[src/rtl/pipe_lzc_normalize.sv]
// Pipelined normalization stage placed after the pipelined leading-zero counter.
// Delay-matches mantissa/exponent to the counter latency, then left-shifts the
// mantissa by the leading-zero count (limited by the exponent) and adjusts the
// exponent. One operand per cycle, no backpressure. Latency is LZC_LAT + 3.
//
// Ports:
//   clk, rst_n         clock (rising edge) and asynchronous active-low reset
//   in_valid           in_mant / in_exp valid this cycle
//   in_mant, in_exp    unnormalized mantissa and biased exponent (0 = subnormal)
//   lzc                leading-zero count of in_mant, LZC_LAT cycles later
//   out_valid          result valid this cycle
//   out_mant, out_exp  normalized mantissa and adjusted exponent
//   out_zero, out_sub  result is zero / result is subnormal
module pipe_lzc_normalize #(
    parameter int unsigned WIDTH   = 64,
    parameter int unsigned EXP_W   = 11,
    parameter int unsigned LZC_LAT = 1,
    parameter int unsigned CNT_W   = $clog2(WIDTH + 1)
) (
    input  logic             clk,
    input  logic             rst_n,
    input  logic             in_valid,
    input  logic [WIDTH-1:0] in_mant,
    input  logic [EXP_W-1:0] in_exp,
    input  logic [CNT_W-1:0] lzc,
    output logic             out_valid,
    output logic [WIDTH-1:0] out_mant,
    output logic [EXP_W-1:0] out_exp,
    output logic             out_zero,
    output logic             out_sub
);

    localparam int unsigned XW = EXP_W + 1;

    // Stage D: delay line aligning operands with the incoming lzc
    logic [LZC_LAT-1:0] d_valid_q;
    logic [WIDTH-1:0]   d_mant_q [LZC_LAT];
    logic [EXP_W-1:0]   d_exp_q  [LZC_LAT];

    always_ff @(posedge clk or negedge rst_n) begin
        if (!rst_n) begin
            d_valid_q <= '0;
            for (int i = 0; i < LZC_LAT; i++) begin
                d_mant_q[i] <= '0;
                d_exp_q[i]  <= '0;
            end
        end else begin
            d_valid_q[0] <= in_valid;
            d_mant_q[0]  <= in_mant;
            d_exp_q[0]   <= in_exp;
            for (int i = 1; i < LZC_LAT; i++) begin
                d_valid_q[i] <= d_valid_q[i-1];
                d_mant_q[i]  <= d_mant_q[i-1];
                d_exp_q[i]   <= d_exp_q[i-1];
            end
        end
    end

    logic             t_valid;
    logic [WIDTH-1:0] t_mant;
    logic [EXP_W-1:0] t_exp;

    assign t_valid = d_valid_q[LZC_LAT-1];
    assign t_mant  = d_mant_q[LZC_LAT-1];
    assign t_exp   = d_exp_q[LZC_LAT-1];

    // Stage 1: shift/exponent decision, widened by one bit so nothing wraps
    logic [XW-1:0]    t_exp_x;
    logic [XW-1:0]    t_lzc_x;
    logic [CNT_W-1:0] s1_sh_d;
    logic [EXP_W-1:0] s1_exp_d;
    logic             s1_zero_d;
    logic             s1_sub_d;

    assign t_exp_x = {1'b0, t_exp};
    assign t_lzc_x = XW'(lzc);

    always_comb begin
        s1_sh_d   = '0;
        s1_exp_d  = '0;
        s1_zero_d = 1'b0;
        s1_sub_d  = 1'b0;
        // >= also absorbs out-of-range counts, keeping sh <= WIDTH-1
        if (lzc >= CNT_W'(WIDTH)) begin
            s1_zero_d = 1'b1;
        end else if (t_exp == '0) begin
            s1_sub_d = 1'b1;
        end else if (t_lzc_x < t_exp_x) begin
            s1_sh_d  = lzc;
            s1_exp_d = EXP_W'(t_exp_x - t_lzc_x);
        end else begin
            // Exponent runs out first: shift only down to the subnormal scale
            s1_sh_d  = CNT_W'(t_exp_x - XW'(1));
            s1_sub_d = 1'b1;
        end
    end

    logic             s1_valid_q;
    logic [WIDTH-1:0] s1_mant_q;
    logic [CNT_W-1:0] s1_sh_q;
    logic [EXP_W-1:0] s1_exp_q;
    logic             s1_zero_q;
    logic             s1_sub_q;

    always_ff @(posedge clk or negedge rst_n) begin
        if (!rst_n) begin
            s1_valid_q <= 1'b0;
            s1_mant_q  <= '0;
            s1_sh_q    <= '0;
            s1_exp_q   <= '0;
            s1_zero_q  <= 1'b0;
            s1_sub_q   <= 1'b0;
        end else begin
            s1_valid_q <= t_valid;
            if (t_valid) begin
                s1_mant_q <= t_mant;
                s1_sh_q   <= s1_sh_d;
                s1_exp_q  <= s1_exp_d;
                s1_zero_q <= s1_zero_d;
                s1_sub_q  <= s1_sub_d;
            end
        end
    end

    // Stage 2: coarse shift by whole bytes
    logic [CNT_W-1:0] coarse_amt;
    logic             s2_valid_q;
    logic [WIDTH-1:0] s2_mant_q;
    logic [2:0]       s2_fine_q;
    logic [EXP_W-1:0] s2_exp_q;
    logic             s2_zero_q;
    logic             s2_sub_q;

    assign coarse_amt = {s1_sh_q[CNT_W-1:3], 3'b000};

    always_ff @(posedge clk or negedge rst_n) begin
        if (!rst_n) begin
            s2_valid_q <= 1'b0;
            s2_mant_q  <= '0;
            s2_fine_q  <= '0;
            s2_exp_q   <= '0;
            s2_zero_q  <= 1'b0;
            s2_sub_q   <= 1'b0;
        end else begin
            s2_valid_q <= s1_valid_q;
            if (s1_valid_q) begin
                s2_mant_q <= s1_mant_q << coarse_amt;
                s2_fine_q <= s1_sh_q[2:0];
                s2_exp_q  <= s1_exp_q;
                s2_zero_q <= s1_zero_q;
                s2_sub_q  <= s1_sub_q;
            end
        end
    end

    // Stage 3: fine shift into the output registers
    always_ff @(posedge clk or negedge rst_n) begin
        if (!rst_n) begin
            out_valid <= 1'b0;
            out_mant  <= '0;
            out_exp   <= '0;
            out_zero  <= 1'b0;
            out_sub   <= 1'b0;
        end else begin
            out_valid <= s2_valid_q;
            if (s2_valid_q) begin
                out_mant <= s2_zero_q ? '0 : (s2_mant_q << s2_fine_q);
                out_exp  <= s2_exp_q;
                out_zero <= s2_zero_q;
                out_sub  <= s2_sub_q;
            end
        end
    end

endmodule

[config.mk]
export PLATFORM = sky130hd
export DESIGN_NAME = pipe_lzc_normalize
export DESIGN_NICKNAME = d
export VERILOG_FILES = /design/src/rtl/pipe_lzc_normalize.sv
export SDC_FILE = /design/constraint.sdc
export NUM_CORES = 1
export LEC_CHECK = 0
export ABC_CLOCK_PERIOD_IN_PS = 2400
export CORE_UTILIZATION = 38
export DETAILED_ROUTE_END_ITERATION = 8
export GPL_TIMING_DRIVEN = 0
export SLEW_MARGIN = 20
export SYNTH_ARGS = -nofsm -noshare
export SYNTH_HDL_FRONTEND = slang
export SYNTH_SLANG_ARGS = --single-unit
[constraint.sdc]
create_clock -name clk -period 2.4 [get_ports clk]
set_input_delay 0.6 -clock clk [delete_from_list [all_inputs] [get_ports clk]]
set_output_delay 0.6 -clock clk [all_outputs]
set_load 0.01 [all_outputs]
# == Word level (Yosys, flattened, before mapping) ==
# Index checks and enable logic that the tools add are counted.
# word_totals
ff_bits,320
in_bits,85
output_inout_bits,78
elab_cells,38
# op_classes
addsub,2
n_lt_le_gt_ge,2
shifts,2
mux,11
reduce_logical,1
# ops
operator,n
64-bit 2-to-1 mux,1
64-bit by 3-bit left shift with 64-bit output,1
64-bit by 7-bit left shift with 64-bit output,1
11-bit 2-to-1 mux,3
7-bit 2-to-1 mux,3
11-bit logical NOT,1
7-bit by 11-bit < comparator with 1-bit output,1
11-bit by 7-bit subtractor with 11-bit output,1
7-bit >= comparator (second input constant),1
7-bit by 1-bit subtractor with 7-bit output (second input constant),1
1-bit 2-to-1 mux,4

# == Depth between registers and ports, before layout ==
# depth
ltp_word,4
mapped_depth,9
depth_no_buf,9

# == Worst setup path before layout ==
# Ideal clock, no wire load.
# synth_timing
path_kind,in2reg
from,input lzc[2]
to,register s1_sh_q[1]
setup_ns,0.078
arrival_ns,2.291
required_time_ns,2.322
setup_slack_ns,0.031
path_stages,9
n_path_buf,1
path_cell_list,inv_1 ha_1 a21oi_2 o21ai_2 a211o_2 a21boi_2 buf_6 mux2_1 o2bb2ai_1
# synth_via
elab_chain_cells,4
word_cells_on_any_way,5
cone_classes,order compare: 2; mux: 3
# synth_lines
element,line_no,source
start: declaration,25,"input logic [CNT_W-1:0] lzc,"
7-bit by 11-bit < comparator with 1-bit output,88,end else if (t_lzc_x < t_exp_x) begin
7-bit 2-to-1 mux,88,
7-bit 2-to-1 mux,86,end else if (t_exp == '0) begin
7-bit 2-to-1 mux *,84,if (lzc >= CNT_W'(WIDTH)) begin
end signal: assignment,117,s1_sh_q <= s1_sh_d;
end: declaration,100,logic [CNT_W-1:0] s1_sh_q;
# Mark *: on every way between the ends. The rest lies on a longest branch, timed or not.
# A chain may end at the register's enable or synchronous reset.

# == Worst setup path after layout ==
# layout_timing
from,input lzc[5]
to,register s1_sh_q[5]
# The elaborated chain is that of the path after synthesis.

==> impl_metrics.json <==
{
  "tns_ns": 0,
  "wl_um": 39500,
  "rows": 72,
  "critPathMaxStageDelay_ns": 0.51,
  "io_buffers": 162,
  "route.detailed.drc": 0,
  "place.gp.congestion": 0.914,
  "clkSinkCount": 320,
  "wl_per_cell_um": 20.7,
  "synth_edf_count": 0,
  "io-pin-count": 163,
  "initial_core_util": 0.385,
  "synth.area.top_cells": "dfrtp_1, mux4_2, mux2i_1, mux2_2, o22ai_1",
  "diodes": 0,
  "area_growth_pct": 25.6,
  "grt_pass1_wl_um": 60900,
  "cp-start-kind": "input pin",
  "synth_flop_cell": "dfrtp_1",
  "slew_headroom": 0.505,
  "synth_top_family_by_area": "multiplexers",
  "crit_required_ns": 2.80,
  "peakVddDrop_v": 0.000477,
  "groute.usage.overall": 0.203,
  "layout-drive-gt1-share": 0.207,
  "gr-total-overflow": 0,
  "worst_slack_ns": 0.0574,
  "ys_ff_latch": 320,
  "crit_arrival_ns": 2.74,
  "critPathTopFamily": "buffers and inverters",
  "final_max_slew_viol_count": 0,
  "via_count": 10100,
  "ant_nets": 0,
  "max_clock_freq_mhz": 427,
  "worst_clock_skew_ns": 0.0359,
  "netlist_instances": 1151,
  "die_area_um2": 39800,
  "status": "completed",
  "cellPowerDensity_nw_per_um2": 870,
  "clockBufferDepth": 3,
  "drt_iter0_markers": 605,
  "crit_path_end_kind": "register",
  "ys_warn_count": 0,
  "hold_violations": 0,
  "period_minus_slack_ns": 2.34,
  "clk_latency_ns": 0.53,
  "hp-class": "reg2reg",
  "fin_cells": 1906,
  "core-area_um2": 38600,
  "cts_tree": "built",
  "tightest_slew_ns": 0.742,
  "synth-xor-area-share": 0.00649,
  "dp_slack_ns": -0.710,
  "dr.pass1.iters": 5,
  "place_hpwl_um": 30200,
  "final_common_cell": "dfrtp_1",
  "path_cells": "clkdlybuf4s50_1 -> inv_1 -> ha_4 -> nor2_2 -> a211oi_2 -> a211o_4 -> a21boi_2 -> buf_6 -> mux2i_1 -> o22ai_1",
  "synth_cell_types": 52,
  "p_leak_nw": 7.71,
  "netlist_area_um2": 14800,
  "critical_path_class": "in2reg",
  "mostFrequentLayoutCells": "dfrtp_1, clkdlybuf4s50_1, mux2i_1, mux2_2, inv_1",
  "synth_compound_area_frac": 0.110,
  "dieHeight_um": 200,
  "yosys.area.top_type": "dfrtp_1",
  "synth_top_area_frac": 0.540,
  "syn_nets": 1246,
  "die_x_um": 200,
  "root_buffer": "clkbuf_16",
  "layout.nets": 1455,
  "cts.reportedPaths.clkPinSlew_ns": 0.07,
  "cts_buffers": 36,
  "synthMuxAreaShare": 0.253,
  "antenna_found_initial": 0,
  "critPathMaxFanout": 7,
  "yosysSeqAreaShare": 0.540,
  "slowest_stage": "clkdlybuf4s50_1",
  "synth_adder_area_share": 0.00894,
  "syn_avg_cell_area_um2": 12.9,
  "grt_pass1_vias": 10200,
  "async_flop_share": 1.00,
  "setup_viol": 0,
  "drv_cap": 0,
  "path_buf_inv": 3,
  "fin_crit_sh": 0.976,
  "grt_max_degree": 104,
  "htreeDepth": 2,
  "yosys.area_share.simple": 0.0328,
  "via_per_inst": 5.30,
  "dp_cells": 1834
}
path summary, 6_finish.rpt:
| kind | endpoint | startpoint | slack (ns) | cells past startpoint |
|---|---|---|---|---|
| worst max-delay path | s1_sh_q[5]$_DFFE_PN0P_ | lzc[5] | 0.06 | 10 |
| worst min-delay path | s1_valid_q$_DFF_PN0_ | d_valid_q$_DFF_PN0_ | 0.38 | 0 |
| worst max register to register | s1_exp_q[8]$_DFFE_PN0P_ | d_exp_q[0]$_DFF_PN0_ | 0.13 | 9 |
| worst min register to register | s1_valid_q$_DFF_PN0_ | d_valid_q$_DFF_PN0_ | 0.38 | 0 |
| max in group asynchronous | out_mant[51]$_DFFE_PN0P_ | rst_n | 0.60 | 4 |
| min in group asynchronous | d_mant_q[59]$_DFF_PN0_ | rst_n | 0.57 | 2 |
through the flow:
step           hold slack (ns)  cell area [um^2]  total power [mW]   util
2_1_floorplan            0.304             14800              8.76      -
3_3_place_gp             0.358             17100              10.4  0.444
3_5_place_dp             0.363             17200              10.4  0.446
4_1_cts                  0.376             18600              16.3  0.481
5_1_grt                  0.386             18600              17.0  0.483
6_report                 0.376             18600              16.2  0.483
cell usage after synthesis, drive strengths merged, types with 2 or more instances:
library cell and n:
nand3 3, mux2i 127, inv 98, a211oi 33, mux2 102, nand2 29, xnor2 4, o32ai 2
o21ai 28, a221o 8, o2bb2ai 22, xor2 7, clkbuf 36, dfrtp 320, a21oi 36, nor2 44
buf 45, o22ai 75, nor4 2, a21boi 2, o21a 2, a21o 2, nor3 4, a22o 22
or2 2, mux4 59, ha 9, nand4 4, nor2b 14
cells by family after synthesis:
| group | Yosys count |
|---|---|
| flops | 320 |
| fa+ha+maj | 10 |
| xor+xnor | 11 |
| mux | 288 |
| simple gates | 105 |
| buf+inv | 180 |
| compound gates | 237 |
power by group:
part | leakage, nW | total [mW] | switching, mW | internal, mW
registers | 3.97 | 6.77 | 0.679 | 6.09
clock network | 0.610 | 5.83 | 2.23 | 3.60
logic | 3.13 | 3.61 | 1.74 | 1.87
area by class of cell:
type | count | area, um^2
clock buffer | 48 | 997
sequential | 320 | 8010
multi-input combinational | 651 | 6220
timing repair buffer | 171 | 1770
clock inverter | 18 | 267
tap | 518 | 648
buffer | 81 | 357
inverter | 99 | 372
fill | 3529 | 19900
sequential cells by signal (all words and copies together), names as in the netlist, 3 cells and up:
| name | cells |
|---|---|
| d_exp_q | 11 |
| d_mant_q | 64 |
| out_exp | 11 |
| out_mant | 64 |
| s1_exp_q | 11 |
| s1_mant_q | 64 |
| s1_sh_q | 7 |
| s2_exp_q | 11 |
| s2_fine_q | 3 |
| s2_mant_q | 64 |
metal layers:
| metal | track usage | share of wire | vias to the layer above |
|---|---|---|---|
| li1 | - | - | 4655 |
| met1 | 0.295 | 0.47 | 5098 |
| met2 | 0.313 | 0.45 | 276 |
| met3 | 0.0292 | 0.050 | 64 |
| met4 | 0.0628 | 0.027 | 0 |
| met5 | 0 | 0 | - |
what timing repair did:
action	in CTS	in global routing
resized for setup	10	12
hold buffers	1	0
pin swaps	2	3
buffers inserted	3	2
setup endpoints to repair	8	16
endpoints found under the hold margin	29	0
cloned	0	0
(Power assumes the default switching activity.)
